--- src/rtl/min_drain_pkg.sv ---
// Shared types and helpers for the sorted min-drainer (state encoding, one-hot decode, popcount test).
package min_drain_pkg;

  typedef enum logic [1:0] {
    IDLE = 2'd0,
    SCAN = 2'd1,
    EMIT = 2'd2,
    DONE = 2'd3
  } state_e;

  // Helpers operate on a fixed maximum width; callers widen/truncate with explicit casts.
  localparam int unsigned MAX_CHANNELS    = 256;
  localparam int unsigned MAX_INDEX_WIDTH = 8;

  function automatic logic [MAX_INDEX_WIDTH-1:0] onehot_to_index(
    input logic [MAX_CHANNELS-1:0] onehot
  );
    logic [MAX_INDEX_WIDTH-1:0] idx;
    idx = '0;
    for (int unsigned i = 0; i < MAX_CHANNELS; i++) begin
      if (onehot[i]) begin
        idx = idx | MAX_INDEX_WIDTH'(i);
      end
    end
    return idx;
  endfunction

  function automatic logic popcount_is_one(input logic [MAX_CHANNELS-1:0] bits);
    return (bits != '0) && ((bits & (bits - MAX_CHANNELS'(1))) == '0);
  endfunction

endpackage

--- src/rtl/min_index_select.sv ---
// Combinational log2-depth minimum finder over masked channels; ties resolve to the lowest index.
module min_index_select
  import min_drain_pkg::*;
#(
  parameter int unsigned DATA_WIDTH    = 8,
  parameter int unsigned CHANNEL_COUNT = 8,
  localparam int unsigned INDEX_WIDTH  = $clog2(CHANNEL_COUNT)
) (
  input  logic [DATA_WIDTH*CHANNEL_COUNT-1:0] values,
  input  logic [CHANNEL_COUNT-1:0]            mask,
  output logic [DATA_WIDTH-1:0]               min_value,
  output logic [INDEX_WIDTH-1:0]              min_index,
  output logic [CHANNEL_COUNT-1:0]            min_onehot,
  output logic                                any_valid
);

  localparam int unsigned LEAVES = 1 << INDEX_WIDTH;

  // Level 0 holds the (padded) leaves; each higher level halves the node count.
  for (genvar l = 0; l <= INDEX_WIDTH; l++) begin : g_lvl
    localparam int unsigned NODES = LEAVES >> l;
    logic [NODES*DATA_WIDTH-1:0] val;
    logic [NODES*LEAVES-1:0]     oh;
    logic [NODES-1:0]            vld;

    for (genvar n = 0; n < NODES; n++) begin : g_node
      if (l == 0) begin : g_leaf
        if (n < CHANNEL_COUNT) begin : g_chan
          assign val[n*DATA_WIDTH +: DATA_WIDTH] = values[n*DATA_WIDTH +: DATA_WIDTH];
          assign vld[n] = mask[n];
        end else begin : g_pad
          assign val[n*DATA_WIDTH +: DATA_WIDTH] = '0;
          assign vld[n] = 1'b0;
        end
        assign oh[n*LEAVES +: LEAVES] = LEAVES'(1) << n;
      end else begin : g_cmp
        logic [DATA_WIDTH-1:0] left_val;
        logic [DATA_WIDTH-1:0] right_val;
        logic [LEAVES-1:0]     left_oh;
        logic [LEAVES-1:0]     right_oh;
        logic                  left_vld;
        logic                  right_vld;
        logic                  take_left;

        assign left_val  = g_lvl[l-1].val[(2*n)*DATA_WIDTH +: DATA_WIDTH];
        assign right_val = g_lvl[l-1].val[(2*n+1)*DATA_WIDTH +: DATA_WIDTH];
        assign left_oh   = g_lvl[l-1].oh[(2*n)*LEAVES +: LEAVES];
        assign right_oh  = g_lvl[l-1].oh[(2*n+1)*LEAVES +: LEAVES];
        assign left_vld  = g_lvl[l-1].vld[2*n];
        assign right_vld = g_lvl[l-1].vld[2*n+1];

        // Left subtree covers lower indices, so it wins ties.
        assign take_left = left_vld && (!right_vld || (left_val <= right_val));

        assign val[n*DATA_WIDTH +: DATA_WIDTH] = take_left ? left_val : right_val;
        assign oh[n*LEAVES +: LEAVES]          = take_left ? left_oh  : right_oh;
        assign vld[n]                          = left_vld | right_vld;
      end
    end
  end

  logic [LEAVES-1:0] root_onehot;

  assign root_onehot = g_lvl[INDEX_WIDTH].oh;
  assign min_value   = g_lvl[INDEX_WIDTH].val;
  assign any_valid   = g_lvl[INDEX_WIDTH].vld[0];
  assign min_onehot  = root_onehot[CHANNEL_COUNT-1:0];
  assign min_index   = INDEX_WIDTH'(onehot_to_index(MAX_CHANNELS'(root_onehot)));

endmodule

--- src/rtl/min_sorted_drainer.sv ---
// Captures a masked snapshot and streams its valid channels out in ascending value order.
// Optional MIN_DRAIN_FLUSH_EN adds a flush input that aborts a drain back to idle.
module min_sorted_drainer
  import min_drain_pkg::*;
#(
  parameter int unsigned DATA_WIDTH    = 8,
  parameter int unsigned CHANNEL_COUNT = 8,
  localparam int unsigned INDEX_WIDTH  = $clog2(CHANNEL_COUNT)
) (
  input  logic                                clk,
  input  logic                                reset,
  input  logic                                load_valid,
  output logic                                load_ready,
  input  logic [DATA_WIDTH*CHANNEL_COUNT-1:0] load_values,
  input  logic [CHANNEL_COUNT-1:0]            load_valids,
`ifdef MIN_DRAIN_FLUSH_EN
  input  logic                                flush,
`endif
  output logic                                out_valid,
  input  logic                                out_ready,
  output logic [DATA_WIDTH-1:0]               out_value,
  output logic [INDEX_WIDTH-1:0]              out_index,
  output logic [CHANNEL_COUNT-1:0]            out_onehot,
  output logic                                out_last,
  output logic                                done,
  output logic                                busy
);

  localparam logic [1:0] ST_IDLE = 2'(IDLE);
  localparam logic [1:0] ST_SCAN = 2'(SCAN);
  localparam logic [1:0] ST_EMIT = 2'(EMIT);
  localparam logic [1:0] ST_DONE = 2'(DONE);

  logic [1:0]                          state;
  logic [1:0]                          state_next;
  logic [DATA_WIDTH*CHANNEL_COUNT-1:0] snap_values;
  logic [DATA_WIDTH*CHANNEL_COUNT-1:0] snap_values_next;
  logic [CHANNEL_COUNT-1:0]            pending;
  logic [CHANNEL_COUNT-1:0]            pending_next;
  logic [DATA_WIDTH-1:0]               value_next;
  logic [INDEX_WIDTH-1:0]              index_next;
  logic [CHANNEL_COUNT-1:0]            onehot_next;
  logic                                last_next;
  logic                                abort;

  logic [DATA_WIDTH-1:0]               sel_value;
  logic [INDEX_WIDTH-1:0]              sel_index;
  logic [CHANNEL_COUNT-1:0]            sel_onehot;
  logic                                sel_any;

  min_index_select #(
    .DATA_WIDTH    (DATA_WIDTH),
    .CHANNEL_COUNT (CHANNEL_COUNT)
  ) u_select (
    .values     (snap_values),
    .mask       (pending),
    .min_value  (sel_value),
    .min_index  (sel_index),
    .min_onehot (sel_onehot),
    .any_valid  (sel_any)
  );

`ifdef MIN_DRAIN_FLUSH_EN
  assign abort = flush;
`else
  assign abort = 1'b0;
`endif

  // Next-state and next-register logic.
  always_comb begin
    state_next       = state;
    snap_values_next = snap_values;
    pending_next     = pending;
    value_next       = out_value;
    index_next       = out_index;
    onehot_next      = out_onehot;
    last_next        = out_last;

    case (state)
      ST_IDLE: begin
        if (load_valid && !abort) begin
          snap_values_next = load_values;
          pending_next     = load_valids;
          state_next       = (load_valids != '0) ? ST_SCAN : ST_DONE;
        end
      end
      ST_SCAN: begin
        value_next  = sel_value;
        index_next  = sel_index;
        onehot_next = sel_onehot;
        last_next   = popcount_is_one(MAX_CHANNELS'(pending));
        state_next  = sel_any ? ST_EMIT : ST_DONE;
      end
      ST_EMIT: begin
        if (out_ready) begin
          pending_next = pending & ~out_onehot;
          state_next   = out_last ? ST_DONE : ST_SCAN;
        end
      end
      ST_DONE: begin
        state_next = ST_IDLE;
      end
      default: begin
        state_next = ST_IDLE;
      end
    endcase

    // Abort outside idle overrides everything, including a concurrent output handshake.
    if (abort && (state != ST_IDLE)) begin
      state_next   = ST_IDLE;
      pending_next = '0;
    end
  end

  // Status flags are registered from the upcoming state so they track it exactly.
  always_ff @(posedge clk) begin
    if (reset) begin
      state       <= ST_IDLE;
      snap_values <= '0;
      pending     <= '0;
      out_value   <= '0;
      out_index   <= '0;
      out_onehot  <= '0;
      out_last    <= 1'b0;
      out_valid   <= 1'b0;
      done        <= 1'b0;
      busy        <= 1'b0;
      load_ready  <= 1'b1;
    end else begin
      state       <= state_next;
      snap_values <= snap_values_next;
      pending     <= pending_next;
      out_value   <= value_next;
      out_index   <= index_next;
      out_onehot  <= onehot_next;
      out_last    <= last_next;
      out_valid   <= (state_next == ST_EMIT);
      done        <= (state_next == ST_DONE);
      busy        <= (state_next != ST_IDLE);
      load_ready  <= (state_next == ST_IDLE);
    end
  end

endmodule

--- config.mk ---
export PLATFORM = sky130hd
export DESIGN_NAME = min_sorted_drainer
export DESIGN_NICKNAME = d
export VERILOG_FILES = /design/src/rtl/min_drain_pkg.sv /design/src/rtl/min_index_select.sv /design/src/rtl/min_sorted_drainer.sv
export SDC_FILE = /design/constraint.sdc
export NUM_CORES = 1
export LEC_CHECK = 0
export BUFFER_PORTS_ARGS = -buffer_cell sky130_fd_sc_hd__buf_4
export CORE_MARGIN = 4
export CORE_UTILIZATION = 45
export CTS_CLUSTER_DIAMETER = 60
export CTS_CLUSTER_SIZE = 8
export DETAILED_ROUTE_END_ITERATION = 7
export PLACE_DENSITY = 0.69
export SYNTH_ARGS = -nofsm -noshare
export SYNTH_HDL_FRONTEND = slang
export SYNTH_SLANG_ARGS = --single-unit
export TNS_END_PERCENT = 50
--- constraint.sdc ---
create_clock -name clk -period 7.83 [get_ports clk]
set_input_delay 0.783 -clock clk [delete_from_list [all_inputs] [get_ports clk]]
set_output_delay 0.783 -clock clk [all_outputs]
set_load 0.005 [all_outputs]
## Word-level counts from Yosys, hierarchy flattened

Index checks and enable logic that the tools add are counted.
Widths: inputs -> output; s select.

- Input bits: 76
- Register bits: 98
- Word-level logic and storage cells: 97
- Output and inout bits: 24

- Add/subtract/negate cells: 1
- Magnitude comparators: 7
- Bitwise gates (word level): 10
- Reductions and logical operators: 31
- Eq/ne operators: 7
- Mux-type cells: 30

Operators by type and width:

| cell | count |
|---|---|
| $and 8x256->256 | 1 |
| $logic_not 256->1 | 1 |
| $mux 8 | 13 |
| $le 8x8->1 | 7 |
| $pmux 8 s2 | 1 |
| $reduce_bool 8->1 | 2 |
| $mux 2 | 7 |
| $mux 3 | 4 |
| $sub 8x1->9 const B | 1 |
| $and 8x8->8 | 1 |
| $eq 2x2->1 const B | 4 |
| $logic_and 1x1->1 | 8 |
| $not 8->8 | 1 |
| $pmux 2 s4 | 1 |
| $logic_not 1->1 | 7 |
| $logic_or 1x1->1 | 7 |
| $or 1x1->1 | 7 |
| $mux 6 | 1 |
| $logic_not 2->1 | 2 |
| $mux 4 | 1 |
| $ne 2x2->1 const B | 2 |
| $reduce_bool 2->1 | 2 |
| $reduce_and 3->1 | 1 |
| $eq 2x1->1 const B | 1 |
| 2 further kinds | 3 |

## Logic depth before layout (Yosys ltp)

- Depth after elaboration: 19
- Mapped depth: 33
- Gate-level depth less buffers: 30

## By module

From an unflattened synthesis, not the netlist that was laid out.

- Cell total of the unflattened synthesis: 763
- Area total of the unflattened synthesis: 5876.9 µm²

Modules (own cells, without submodules):

| module | area each (µm²) | instances | seq. area each (µm²) | cells each |
|---|---|---|---|---|
| min_sorted_drainer | 3554.7 | 1 | 1961.9 | 447 |
| min_index_select | 2322.2 | 1 | 0.0 | 316 |

## Worst setup path before layout

Ideal clock, no wire load.

- Path kind: flip-flop to flip-flop
- Start: register snap_values[9]
- End: register out_value[0]
- Slack: 1.928 ns
- Setup time: 0.120 ns
- Period minus slack after synthesis: 5.902 ns
- Required time: 7.710 ns
- Arrival time: 5.782 ns
- Path buffers: 3
- Cell stages (with the launch flop): 33
- Path through: dfxtp_1 inv_1 ha_1 nor2b_1 o21ai_0 nand2b_1 a21oi_1 o211ai_1 a31oi_1 buf_2 mux2i_1 inv_1 ha_1 nor2b_1 o21a_1 o21ai_0 nand2b_1 a21oi_1 o21ai_0 a21oi_1 clkbuf_1 mux2i_1 ha_1 nor2b_1 o21a_1 o21a_1 o21a_1 o211ai_1 a21oi_1 a211oi_1 buf_4 nor3_1 o31a_1

- Word-level cells in the longest chain between the ends: 12

RTL lines:

| what | line | RTL |
|---|---|---|
| start, declared | min_sorted_drainer.sv:36 | `logic [DATA_WIDTH*CHANNEL_COUNT-1:0] snap_values;` |
| start signal, assigned | min_sorted_drainer.sv:131 | `snap_values <= snap_values_next;` |
| $le 8x8->1 | min_index_select.sv:53 | `assign take_left = left_vld && (!right_vld \|\| (left_val <= right_val));` |
| $logic_or 1x1->1 | min_index_select.sv:53 |  |
| $logic_and 1x1->1 | min_index_select.sv:53 |  |
| $mux 8 * | min_index_select.sv:55 | `assign val[n*DATA_WIDTH +: DATA_WIDTH] = take_left ? left_val : right_val;` |
| $le 8x8->1 | min_index_select.sv:53 |  |
| $logic_or 1x1->1 | min_index_select.sv:53 |  |
| $logic_and 1x1->1 | min_index_select.sv:53 |  |
| $mux 8 * | min_index_select.sv:55 |  |
| $le 8x8->1 | min_index_select.sv:53 |  |
| $logic_or 1x1->1 | min_index_select.sv:53 |  |
| $logic_and 1x1->1 | min_index_select.sv:53 |  |
| $mux 8 * | min_index_select.sv:55 |  |
| end signal, assigned | min_sorted_drainer.sv:133 | `out_value <= value_next;` |
| end, declared | min_sorted_drainer.sv:21 | `output logic [DATA_WIDTH-1:0] out_value,` |

Mark *: on every way between the ends. The rest lies on a longest branch, timed or not.
A chain may end at the register's enable or synchronous reset.

## Worst setup path after layout

- Start: register snap_values[9]
- End: register out_index[0]

- Word-level cells in the longest chain between the ends: 19
- Elaborated cells on any way between the ends: 21
- Those cells by class: order compare: 3; mux: 12; reduce/logical: 6

RTL lines:

| what | line | RTL |
|---|---|---|
| $le 8x8->1 | min_index_select.sv:53 |  |
| $logic_or 1x1->1 | min_index_select.sv:53 |  |
| $logic_and 1x1->1 | min_index_select.sv:53 |  |
| $mux 8 | min_index_select.sv:55 |  |
| $le 8x8->1 | min_index_select.sv:53 |  |
| $logic_or 1x1->1 | min_index_select.sv:53 |  |
| $logic_and 1x1->1 | min_index_select.sv:53 |  |
| $mux 8 | min_index_select.sv:55 |  |
| $le 8x8->1 | min_index_select.sv:53 |  |
| $logic_or 1x1->1 | min_index_select.sv:53 |  |
| $logic_and 1x1->1 | min_index_select.sv:53 |  |
| $mux 8 * | min_index_select.sv:56 | `assign oh[n*LEAVES +: LEAVES] = take_left ? left_oh : right_oh;` |
| $mux 1 | min_drain_pkg.sv:21 | `if (onehot[i]) begin` |
| $mux 2 (2 in a row) | min_drain_pkg.sv:21 |  |
| $mux 3 (3 in a row) | min_drain_pkg.sv:21 |  |
| $mux 3 * | min_drain_pkg.sv:21 |  |
| end signal, assigned | min_sorted_drainer.sv:134 | `out_index <= index_next;` |
| end, declared | min_sorted_drainer.sv:22 | `output logic [INDEX_WIDTH-1:0] out_index,` |

Marks and branches as above.

==> results by group <==
Yosys
  • Sequential share of the synthesized area: 34.3%
  • Syn Area/Cell: 7.87 sq um
  • Synth Cell Area: 5720 sq um
  • FFs w/ async S/R, synth: 0%
  • Largest area contributor in the netlist: dfxtp_1
  • Net Count, Synth: 858
  • Post-synth top cells: nand2_1, a21oi_1, dfxtp_1
  • Top-count cell post-synth: nand2_1
  • #FFs+latches synth: 98
  • Synth Instances: 727
  • Top post-synthesis cells by area: dfxtp_1, ha_1, nand2_1
  • Synth Warn #: 0
  • Synth top area share: 34.3%
  • Synth unique cells: 56
  • Number of enable flip-flop cells after synthesis: 0
  • Top FF cell, synth: dfxtp_1

Worst setup path
  • CP startpoint: snap_values[9]$_SDFFE_PP0P_
  • R2r startpoint: snap_values[9]$_SDFFE_PP0P_
  • Critical-path cell with the highest stage delay: a2111oi_0
  • R2R Setup Slk: 1.50 ns
  • Worst R2R Path Depth: 32
  • CP Launch Type: flip-flop
  • Crit. End Element: flip-flop
  • WP data required: 8.04 ns
  • Critical path peak fanout: 12
  • WP data arrival: 6.53 ns
  • Worst r2r dst: out_index[0]$_SDFFE_PP0P_
  • Max stage delay on crit path: 0.46 ns
  • Crit Path Class: flip-flop to flip-flop

Worst hold path
  • Hold depth: 2
  • Hold Crit Start: snap_values[32]$_SDFFE_PP0P_
  • Min-Delay Path Class: flip-flop to flip-flop
  • Hold path endpoint: snap_values[32]$_SDFFE_PP0P_

GRT
  • Initial antenna violation count: 0
  • Overflow after GRT: 0
  • All-Layer GR Usage: 21.1%
  • Largest net degree at the start of global routing: 95
  • First-pass GRT wire length: 25.0 mm
  • Vias in the first global route: 5246

Clocking
  • Clock root buffer: clkbuf_16
  • Post-CTS setup repair buffer count: 0
  • # clock sinks: 98
  • Clock-pin transition on the worst setup and hold timing paths: 0.06 ns
  • CTS Hold Bufs: 0
  • CTS Buf Count: 9
  • Clk buf depth: 2
  • CTS resizes: 0
  • Clk_lat worst skew: 0.36 ns
  • H-tree depth: 3
  • TritonCTS clock tree: built

Timing
  • Slew Limit Fails: 0
  • Fin crit period: 6.33 ns
  • Final setup vio count: 0
  • RSZ-0062 raised after global routing: no
  • Number of hold violations in the final report: 0
  • Relative slew slack: 20.0%
  • Max Clock Freq: 0.158 GHz
  • Clock Skew: 0.0124 ns
  • Final worst path period share: 80.8%
  • Fin Setup TNS: 0 ns
  • Slew @ Worst Pin: 1.20 ns

Routing
  • Drt drc: 0
  • WL final: 15.0 mm
  • Routed len/inst: 15.3 um
  • Final antenna-violating net count: 0
  • Via count: 5262
  • Via density: 5.39
  • Iter 0 DRT Violations: 278
  • First drt pass iteration count: 4

Outcome
  • Status: finished clean

Floorplan
  • Core ar.: 12200 sq um
  • Die W: 121 um
  • Starting Density: 46.9%
  • I/O pin count: 100
  • Row cnt: 40
  • Die Area: 14600 sq um
  • Die Y-Extent: 121 um

Final layout
  • Antenna cells: 0
  • Nets: 934
  • Multi-input logic area: 3380 sq um
  • FF+latch area: 1960 sq um
  • Area delta synth->final: 18.5%
  • Layout cells sized above 1: 17.7%
  • # fillers: 1205

Place
  • I/O Buffers: 99
  • Dpl hpwl: 11.3 mm
  • GPL Wtd Cong: 0.840

Pwr
  • Leakage: 2.94 nW
  • P per Cell Area: 217 nW/um^2
  • Peak VDD IR: 0.129 mV
  • Tot Pwr: 0.00147 W

Job
  • # Max-Cap Violations: 0
[worst max-delay path: cells and delay by family (launching register included)]
| kind | cells | cell delay (ns) |
|---|---|---|
| muxes | 2 | 0.61 |
| AOI/OAI and AO/OA | 16 | 2.84 |
| buffers and inverters | 5 | 0.85 |
| adders and majority gates | 3 | 0.89 |
| and+or+nand+nor | 6 | 0.63 |
| DFF | 1 | 0.35 |
[cells in the final DEF, fill, tap and decap left out, types with 3 or more instances in the layout]
cell,netlist,final
buf_4,2,105
o21ai_0,29,29
inv_1,46,46
mux2_2,7,7
a31oi_1,3,3
nor2b_1,6,6
nand4_1,12,12
o211ai_1,11,11
a21oi_1,103,103
o21a_1,5,5
clkbuf_16,0,9
nor3_1,4,4
a211oi_1,8,8
nor2_1,41,41
a22oi_1,9,9
o211ai_2,3,3
ha_1,55,55
dfxtp_1,98,98
a21o_1,5,5
mux2i_1,31,31
nand2b_1,5,5
nand2_1,152,151
nor4_1,5,5
and2_1,4,3
nand3_1,12,12
and3_1,4,4
[logic make-up (layout without fill, tap and decap cells)]
logic type               Yosys count  count (layout)  synth area share, %
flip-flops                        98              98                 34.3
AND/OR/NAND/NOR                  257             257                 19.7
AO/OA/AOI/OAI                    190             190                 19.9
multiplexers                      38              38                 6.80
XOR/XNOR                           2               2                0.306
buffers and inverters             86             167                 6.78
adder cells (fa/ha/maj)           56              56                 12.2
[through the flow]
stage	util [%]	std cells	hold WS (ns)	instance area (sq um)	setup slack [ns]
4_1_cts	55.5	976	0.458	6780	1.54
5_1_grt	55.5	976	0.474	6780	1.02
2_1_floorplan	-	727	0.436	5720	1.93
3_5_place_dp	53.3	960	0.449	6510	1.60
3_3_place_gp	53.3	960	0.449	6510	1.93
6_report	55.5	976	0.453	6780	1.50
[power by group]
part           total [W]  switching [W]  leakage [nW]  internal (W)
combinational   0.000476       0.000272          2.00      0.000204
sequential      0.000582      0.0000393         0.804      0.000543
clock           0.000414       0.000190         0.137      0.000224
total            0.00147       0.000501          2.94      0.000971
[worst max path at each step]
stage	to	slack [ns]	cells past startpoint
after floorplan	out_value[0]$_SDFFE_PP0P_	1.93	32
after global placement	out_value[0]$_SDFFE_PP0P_	1.93	31
after detailed placement	out_index[0]$_SDFFE_PP0P_	1.60	32
after CTS	out_index[0]$_SDFFE_PP0P_	1.54	32
after global routing	out_index[0]$_SDFFE_PP0P_	1.02	32
final	out_index[0]$_SDFFE_PP0P_	1.50	32
[sequential cells by signal, summed over array words and instances, names as in the netlist]
register and cells:
load_ready 1, state 2, out_last 1, out_onehot 8, busy 1, pending 8
out_value 8, out_index 3, snap_values 64, done 1, out_valid 1
[metal layers]
metal  part of all wire, %  wire, um  GRT usage (%)
met3                   4.4       665           4.72
met4                   2.1       310           8.57
met2                    49      7400           35.8
met5                     0         0              0
met1                    44      6610           25.8
[cell type report]
class / instances / share of cell area (%)
clock buffer: 12 / 3.63
tap: 168 / 3.10
inverter: 46 / 2.55
sequential: 98 / 28.9
clock inverter: 4 / 0.406
timing repair buffer: 105 / 11.6
multi-input combinational: 543 / 49.8
Power figures use the tool's default switching activity.
